$ cat src/rtl/spwm_sequencer.sv
// spwm_sequencer
//   Table-driven three-phase sinusoidal PWM sequencer. A 16-clock carrier is
//   compared against per-phase duty values fetched from an external table.
//   The table address advances every (div+1) carrier periods. Each phase
//   drives a complementary gate pair with dead time between the two sides.
//
// Ports
//   clk, rst_n            clock, asynchronous active-low reset
//   en                    run request (level)
//   cfg_valid, cfg_div    divider offer (carrier periods per step, minus 1)
//   cfg_ready             divider offer can be accepted
//   rom_addr, rom_en      comparison-table address and enable
//   rom_d1..rom_d3        phase A/B/C duty values for rom_addr
//   pwm_{a,b,c}_{h,l}     complementary gate drives
//   period_start          pulse at carrier 0 of every RUN period
module spwm_sequencer #(
    parameter int unsigned TABLE_LAST  = 255,
    parameter int unsigned DEAD_CYCLES = 1,
    parameter logic [15:0] DIV_RESET   = 16'd0
) (
    input  logic        clk,
    input  logic        rst_n,
    input  logic        en,
    input  logic        cfg_valid,
    input  logic [15:0] cfg_div,
    output logic        cfg_ready,
    output logic [15:0] rom_addr,
    output logic        rom_en,
    input  logic [3:0]  rom_d1,
    input  logic [3:0]  rom_d2,
    input  logic [3:0]  rom_d3,
    output logic        pwm_a_h,
    output logic        pwm_a_l,
    output logic        pwm_b_h,
    output logic        pwm_b_l,
    output logic        pwm_c_h,
    output logic        pwm_c_l,
    output logic        period_start
);

    typedef enum logic [1:0] {IDLE, RUN, DRAIN} state_t;

    // Selects the most recent DEAD_CYCLES samples of each raw phase signal.
    localparam logic [2:0] HIST_MASK = 3'((1 << DEAD_CYCLES) - 1);

    state_t          state, state_next;
    logic [3:0]      carrier;
    logic [15:0]     step_cnt;
    logic [15:0]     div;
    logic [15:0]     pend;
    logic            pend_valid;
    logic [2:0][3:0] duty;
    logic [2:0][3:0] rom_d;
    logic [2:0]      r;
    logic [2:0][2:0] r_hist;
    logic [2:0]      pwm_h, pwm_l;
    logic            period_end;
    logic            step_bound;
    logic            duty_load;
    logic [15:0]     addr_inc;

    assign rom_d      = {rom_d3, rom_d2, rom_d1};
    assign period_end = (state != IDLE) && (carrier == 4'd15);
    assign step_bound = period_end && (step_cnt == div);
    // The first period after IDLE uses values captured on the start cycle.
    assign duty_load  = period_end || ((state == IDLE) && en);
    assign addr_inc   = (rom_addr == 16'(TABLE_LAST)) ? 16'd0 : rom_addr + 16'd1;

    assign cfg_ready    = ~pend_valid;
    assign rom_en       = (state != IDLE);
    assign period_start = (state == RUN) && (carrier == 4'd0);

    // NOTE: every always_comb output gets a default before any branch so no latch is inferred.
    always_comb begin
        state_next = state;
        unique case (state)
            IDLE:    if (en) state_next = RUN;
            RUN:     if (!en) state_next = DRAIN;
            DRAIN: begin
                if (en)                    state_next = RUN;
                else if (carrier == 4'd15) state_next = IDLE;
            end
            default: state_next = IDLE;
        endcase
    end

    always_comb begin
        r = '0;
        for (int i = 0; i < 3; i++) begin
            r[i] = (state != IDLE) && (carrier < duty[i]);
        end
    end

    // NOTE: sequential state uses non-blocking assignments so all registers see pre-edge values.
    always_ff @(posedge clk or negedge rst_n) begin
        if (!rst_n) begin
            state      <= IDLE;
            carrier    <= 4'd0;
            step_cnt   <= 16'd0;
            rom_addr   <= 16'd0;
            div        <= DIV_RESET;
            pend       <= 16'd0;
            pend_valid <= 1'b0;
            duty       <= '0;
        end else begin
            state   <= state_next;
            carrier <= (state == IDLE) ? 4'd0 : carrier + 4'd1;

            if (duty_load) duty <= rom_d;

            // Address and step count are kept through IDLE so a restart resumes in place.
            if (period_end) begin
                if (step_bound) begin
                    rom_addr <= addr_inc;
                    step_cnt <= 16'd0;
                end else begin
                    step_cnt <= step_cnt + 16'd1;
                end
            end

            // A value accepted on a boundary cycle is only seen as pending afterwards,
            // so it takes effect at the following boundary.
            if (pend_valid && (step_bound || state == IDLE)) begin
                div        <= pend;
                pend_valid <= 1'b0;
            end else if (cfg_valid && !pend_valid) begin
                pend       <= cfg_div;
                pend_valid <= 1'b1;
            end
        end
    end

    // A side turns on only once the raw signal has held its level for
    // DEAD_CYCLES+1 samples, and turns off as soon as it changes; pulses no
    // longer than the dead time never reach the gates. Both sides are off
    // whenever the next state is IDLE.
    always_ff @(posedge clk or negedge rst_n) begin
        if (!rst_n) begin
            r_hist <= '0;
            pwm_h  <= '0;
            pwm_l  <= '0;
        end else begin
            for (int i = 0; i < 3; i++) begin
                r_hist[i] <= {r_hist[i][1:0], r[i]};
                pwm_h[i]  <= (state_next != IDLE) && r[i]
                             && ((r_hist[i] & HIST_MASK) == HIST_MASK);
                pwm_l[i]  <= (state_next != IDLE) && !r[i]
                             && ((r_hist[i] & HIST_MASK) == 3'd0);
            end
        end
    end

    assign pwm_a_h = pwm_h[0];
    assign pwm_a_l = pwm_l[0];
    assign pwm_b_h = pwm_h[1];
    assign pwm_b_l = pwm_l[1];
    assign pwm_c_h = pwm_h[2];
    assign pwm_c_l = pwm_l[2];

endmodule

$ cat config.mk
export PLATFORM = sky130hd
export DESIGN_NAME = spwm_sequencer
export DESIGN_NICKNAME = d
export VERILOG_FILES = /design/src/rtl/spwm_sequencer.sv
export SDC_FILE = /design/constraint.sdc
export NUM_CORES = 1
export LEC_CHECK = 0
export ABC_AREA = 0
export CAP_MARGIN = 30
export CORE_MARGIN = 2
export CORE_UTILIZATION = 55
export DETAILED_ROUTE_END_ITERATION = 8
export PLACE_DENSITY_LB_ADDON = 0.15
export SLEW_MARGIN = 0
export SYNTH_ARGS = -nofsm -noshare
export SYNTH_HDL_FRONTEND = slang
export SYNTH_SLANG_ARGS = --single-unit
$ cat constraint.sdc
create_clock -name clk -period 2.7 [get_ports clk]
set_input_delay 0.27 -clock clk [delete_from_list [all_inputs] [get_ports clk]]
set_output_delay 0.27 -clock clk [all_outputs]
set_load 0.03 [all_outputs]
==> results.tsv, run 1 <==
metric	value	unit
share of the synthesized area in the top cell type	0.486	
largest family of logic cells by synthesized area	simple AND/OR/NAND/NOR gates	
worst hold path depth	1	
clock sink count	92	
hold_buf cts	1	
initial antenna violation count	0	
mux contribution to synthesized area	0.0735	
cell taking the most area after synthesis	dfrtp_1	
Final GP Congestion	0.857	
area fraction in compound gates after synthesis	0.108	
DRT Pass-1 Iters	4	
Layout area overhead	18.2	%
peak supply drop	0.386	mV
Ant. Diodes	0	
cell area after layout	5600	µm²
worst reg-to-reg setup slack	0.60	ns
FP Rows	33	
r2r endpoint	step_cnt[10]	
ANT nets after route	0	
XOR/XNOR Fraction of Synth Area	0.0759	
Syn Nets	501	
placed cell area	5390	µm²
transition time of the tightest slew-check pin	0.682	ns
dpl hpwl	6.66	mm
GRT Util Overall	0.217	
MaxCap Viol Count	0	
CTS Buffer Depth	2	
H-tree lvl count	3	
Hold Startpoint	r_hist[3]	
first-pass GRT wire length	17.0	mm
Hold Path Sink	pwm_l[1]	
Die Y	96.8	µm
post-CTS sizing	0	
Nets	553	
CP Max Fanout	7	
register area share after synthesis	0.486	
setup TNS	0	ns
Simple-Gate Fraction of Synth Area	0.165	
warnings from Yosys	0	
final count of hold timing violations	0	
adder-cell share of the synthesized area	0.0344	
fin crit share	0.842	
Critical Path AT	2.00	ns
Max Clock Freq	0.440	GHz
status	finished, final reports clean	
DR vias	3613	
Worst-Skew Late Latency	0.36	ns
Async SR Flop Fraction	1.00	
RSZ-0062 raised after global routing	false	
top cells by area, synth	dfrtp_1 (49%), mux2_2 (7.1%), xnor2_1 (5.0%), nand4_1 (4.2%), ha_1 (3.4%)	
synthesized flop and latch total	92	
post-DR wirelength/cell	15.6	µm
CTS Buf Count	9	
EDFF count, synth	0	
critical path required time	2.43	ns
Lkg Pwr	2.45	nW
CTS tree	built	
grt ovf	0	
Residual DRC	0	
Mapped Cells	456	
Iteration-0 DRC Markers	165	
Top FF cell, synth	dfrtp_1	
final WL	9.62	mm
Final Max Slew Viols	0	
Critical Path Start Type	register	
# port buffers	56	
Starting Density	0.570	
Setup Fix Bufs, Post-CTS	0	
cell area after synthesis	4730	µm²
Die W	96.8	µm
share of layout cells above drive strength 1	0.136	
WS Path Type	reg2out	
die area	9360	µm²
Setup Skew	0.0162	ns
fin crit period	2.27	ns
worst r2r src	carrier[1]	
Worst setup EP type	primary output	
core box area	8300	µm²
largest net degree at the start of global routing	53	
clock-pin slew on the worst setup and hold paths	0.10	ns
setup violators final	0	
PD cells	614	nW/µm²
CTS root buf	clkbuf_8	
Top Ports	57	
Hold Crit Class	reg2reg	
vias in the first global route	3723	
R2R depth	6	
vias per cell	5.85	
max_slew headroom	0.545	
Avg Inst Size Synth	10.4	µm²
library cells used by synthesis	44	
[cells in the final DEF (no fill, tap or decap), types with 2 or more instances in the layout]
| cell type | instances |
|---|---|
| a211oi_1 | 3 |
| a21o_1 | 7 |
| a21oi_1 | 2 |
| a31oi_1 | 20 |
| a41oi_1 | 2 |
| and2_1 | 4 |
| and3_1 | 9 |
| and4_1 | 2 |
| buf_4 | 12 |
| clkbuf_8 | 9 |
| clkdlybuf4s50_1 | 55 |
| clkinv_2 | 2 |
| clkinv_4 | 2 |
| dfrtp_1 | 92 |
| ha_1 | 13 |
| inv_1 | 33 |
| mux2_2 | 30 |
| nand2_1 | 14 |
| nand2b_1 | 4 |
| nand3_1 | 30 |
| nand4_1 | 32 |
| nor2_1 | 24 |
| nor3_1 | 10 |
| o21ai_0 | 19 |
| o311ai_0 | 16 |
| or2_2 | 3 |
| xnor2_1 | 27 |
| xor2_1 | 14 |
[synthesized netlist by cell type, types with 7 or more instances]
| cell type | count |
|---|---|
| dfrtp_1 | 92 |
| inv_1 | 33 |
| nand4_1 | 32 |
| mux2_2 | 30 |
| nand3_1 | 30 |
| xnor2_1 | 27 |
| nor2_1 | 25 |
| a31oi_1 | 20 |
| o21ai_0 | 19 |
| o311ai_0 | 16 |
| clkbuf_1 | 14 |
| nand2_1 | 14 |
| xor2_1 | 14 |
| ha_1 | 13 |
| nor3_1 | 11 |
| and3_1 | 9 |
| buf_2 | 9 |
| a21o_1 | 7 |
[state kept, by name, indices dropped and copies added, names as in the netlist]
name	count
step_cnt	16
div	16
carrier	4
pwm_h	3
duty	12
pwm_l	3
state	2
pend_valid	1
pend	16
rom_addr	16
r_hist	3
[power breakdown]
group | leakage (nW) | internal (mW) | total, mW | switching, mW
registers | 1.13 | 1.58 | 1.76 | 0.176
logic | 1.22 | 0.389 | 0.763 | 0.374
clock network | 0.0962 | 0.429 | 0.917 | 0.489
[worst max-delay path by stage]
stage	startpoint	to	cells past startpoint	slack (ns)
2_1_floorplan	rom_addr[9]	rom_addr[1]	4	0.75
5_1_grt	carrier[0]	period_start	4	0.34
3_3_place_gp	rom_addr[9]	rom_addr[5]	5	0.73
4_1_cts	carrier[0]	period_start	4	0.41
6_report	carrier[0]	period_start	4	0.43
3_5_place_dp	carrier[1]	step_cnt[10]	6	0.62
[layer usage]
layer,global-route usage,wire [µm],vias up,share of wire
met5,0,0,-,0
met1,0.293,4490,1773,0.47
met3,0.0267,363,9,0.038
met2,0.359,4660,85,0.48
li1,-,-,1746,-
met4,0.0856,108,0,0.011
[cells by family after synthesis]
kind of cell               count (synthesis)
DFF                                       92
buffers and inverters                     62
adders and majority gates                 13
muxes                                     31
AOI/OAI and AO/OA                         74
xor gates and xnor gates                  41
and+or+nand+nor                          143
[worst max-delay path, stage by stage (launching register included)]
cell and delay (ns):
dfrtp_1 0.45, inv_1 0.08, ha_1 0.15, nor4b_1 0.24
clkdlybuf4s50_1 0.73
[stage by stage]
stage / cells / total power [mW] / setup slack (ns) / util / hold WS [ns]
4_1_cts: 618 / 3.46 / 0.413 / 0.674 / 0.431
3_3_place_gp: 601 / 2.50 / 0.727 / 0.650 / 0.348
3_5_place_dp: 601 / 2.54 / 0.623 / 0.650 / 0.356
6_report: 618 / 3.44 / 0.426 / 0.674 / 0.431
2_1_floorplan: 456 / 2.27 / 0.751 / - / -0.0256
5_1_grt: 618 / 3.63 / 0.338 / 0.674 / 0.444
[final cells by class]
class	instances	area [µm²]
Fill cell	655	2700
Timing Repair Buffer	69	671
Inverter	34	128
Sequential cell	92	2300
Tap cell	105	131
Clock buffer	10	128
Clock inverter	6	65.1
Multi-Input combinational cell	302	2170
No activity file was read; power rests on OpenSTA's default activity.
==> run 2: changes to the inputs <==
==> constraint.sdc (replaced) <==
create_clock -name clk -period 2.15 [get_ports clk]
set_input_delay 0.215 -clock clk [delete_from_list [all_inputs] [get_ports clk]]
set_output_delay 0.215 -clock clk [all_outputs]
set_load 0.03 [all_outputs]
==> results.tsv, run 2 (synthesized netlist as in run 1, its figures left out) <==
metric	value	unit
power consumption	4.45	mW
Final GP Congestion	0.802	
CTS Buffer Depth	2	
peak supply drop	0.463	mV
commonest non-fill, non-tap cell in the layout	dfrtp_1	
Residual DRC	0	
Setup Skew	0.00441	ns
post-DR wirelength/cell	16.1	µm
largest net degree at the start of global routing	39	
setup TNS	0	ns
vias per cell	5.92	
fin cells	621	
max_slew headroom	0.684	
Max Clock Freq	0.489	GHz
transition time of the tightest slew-check pin	0.474	ns
critical path required time	1.93	ns
H-tree lvl count	3	
Starting Density	0.570	
die area	9360	µm²
Layout area overhead	19.3	%
Critical Path Start Type	register	
final count of hold timing violations	0	
CTS Buf Count	9	
CP Max Fanout	5	
CTS tree	built	
Die Y	96.8	µm
# port buffers	56	
Inst Count DP	607	
fin crit period	2.05	ns
vias in the first global route	3664	
fin util	0.681	
GRT Util Overall	0.225	
setup violators final	0	
grt ovf	0	
clock-pin slew on the worst setup and hold paths	0.08	ns
share of layout cells above drive strength 1	0.145	
DR vias	3678	
Top Ports	57	
core box area	8300	µm²
first-pass GRT wire length	17.5	mm
Ant. Diodes	0	
WS Path Type	reg2out	
cell area after layout	5650	µm²
Hold Crit Class	in2async	
worst reg-to-reg setup slack	0.13	ns
Lkg Pwr	2.50	nW
clock sink count	92	
PD cells	787	nW/µm²
MaxCap Viol Count	0	
Nets	559	
most frequent cells in the layout	dfrtp_1 (92), clkdlybuf4s50_1 (54), inv_1 (33)	
DRT Pass-1 Iters	4	
Worst setup EP type	primary output	
FP Rows	33	
status	finished, final reports clean	
Worst-Skew Late Latency	0.35	ns
Final Max Slew Viols	0	
Iteration-0 DRC Markers	223	
CTS root buf	clkbuf_8	
placed cell area	5430	µm²
final WL	9.99	mm
Die W	96.8	µm
initial antenna violation count	0	
dpl hpwl	6.99	mm
Critical Path AT	1.83	ns
ANT nets after route	0	
fin crit share	0.952	
==> run 2: cell count changes in the layout (fill, tap and decap cells not counted), sizes merged <==
cell	previous run	this run
clkinvlp	1	0
clkdlybuf4s50	55	54
bufinv	1	2
clkinv	5	1
buf	13	19
clkbuf	10	11
dlygate4sd2	0	1
==> run 2: area by class of cell <==
type | count | area (µm²)
inverter | 34 | 128
multi-input combinational | 302 | 2170
sequential | 92 | 2300
timing repair buffer | 75 | 702
clock inverter | 2 | 60.1
fill | 641 | 2650
tap | 105 | 131
clock buffer | 11 | 151
==> run 2: timing repair <==
| action | 4_1_cts | 5_1_grt |
|---|---|---|
| buffers inserted | 0 | 0 |
| gates resized for setup | 1 | 2 |
| endpoints found under the setup margin | 1 | 6 |
| endpoints found under the hold margin | 35 | 0 |
| hold buffers | 1 | 0 |
| pin swaps | 0 | 0 |
==> run 2: power by group <==
| part | internal (mW) | switching [mW] |
|---|---|---|
| sequential | 1.99 | 0.219 |
| combinational | 0.494 | 0.477 |
| clock | 0.700 | 0.569 |
==> run 2: final timing paths <==
| path | startpoint | endpoint | depth (start not counted) |
|---|---|---|---|
| worst max-delay path | state[0] | rom_en | 3 |
| worst min-delay path | rst_n | pwm_h[1] | 2 |
| worst max register to register | carrier[1] | rom_addr[5] | 6 |
| worst min register to register | r_hist[3] | pwm_l[1] | 1 |
| max in group asynchronous | rst_n | step_cnt[3] | 3 |
| min in group clk | r_hist[3] | pwm_l[1] | 1 |
==> run 2: critical path, cell delays in order (launching register included) <==
cell and delay (ns):
dfrtp_1 0.45, nor2_2 0.23, clkinv_1 0.17, clkdlybuf4s50_1 0.63
==> run 2: through the flow <==
| step | worst slack (ns) | hold slack (ns) |
|---|---|---|
| after floorplan | 0.201 | -0.0806 |
| after global placement | 0.250 | 0.205 |
| after detailed placement | 0.133 | 0.214 |
| after CTS | 0.0771 | 0.376 |
| after global routing | -0.0192 | 0.406 |
| final | 0.104 | 0.358 |
==> run 2: metal layers <==
metal / part of all wire / up-vias / global-route usage
met5: 0 / - / 0
met4: 0.014 / 0 / 0.0802
met2: 0.50 / 84 / 0.371
met1: 0.46 / 1825 / 0.306
met3: 0.032 / 11 / 0.0325
li1: - / 1758 / -
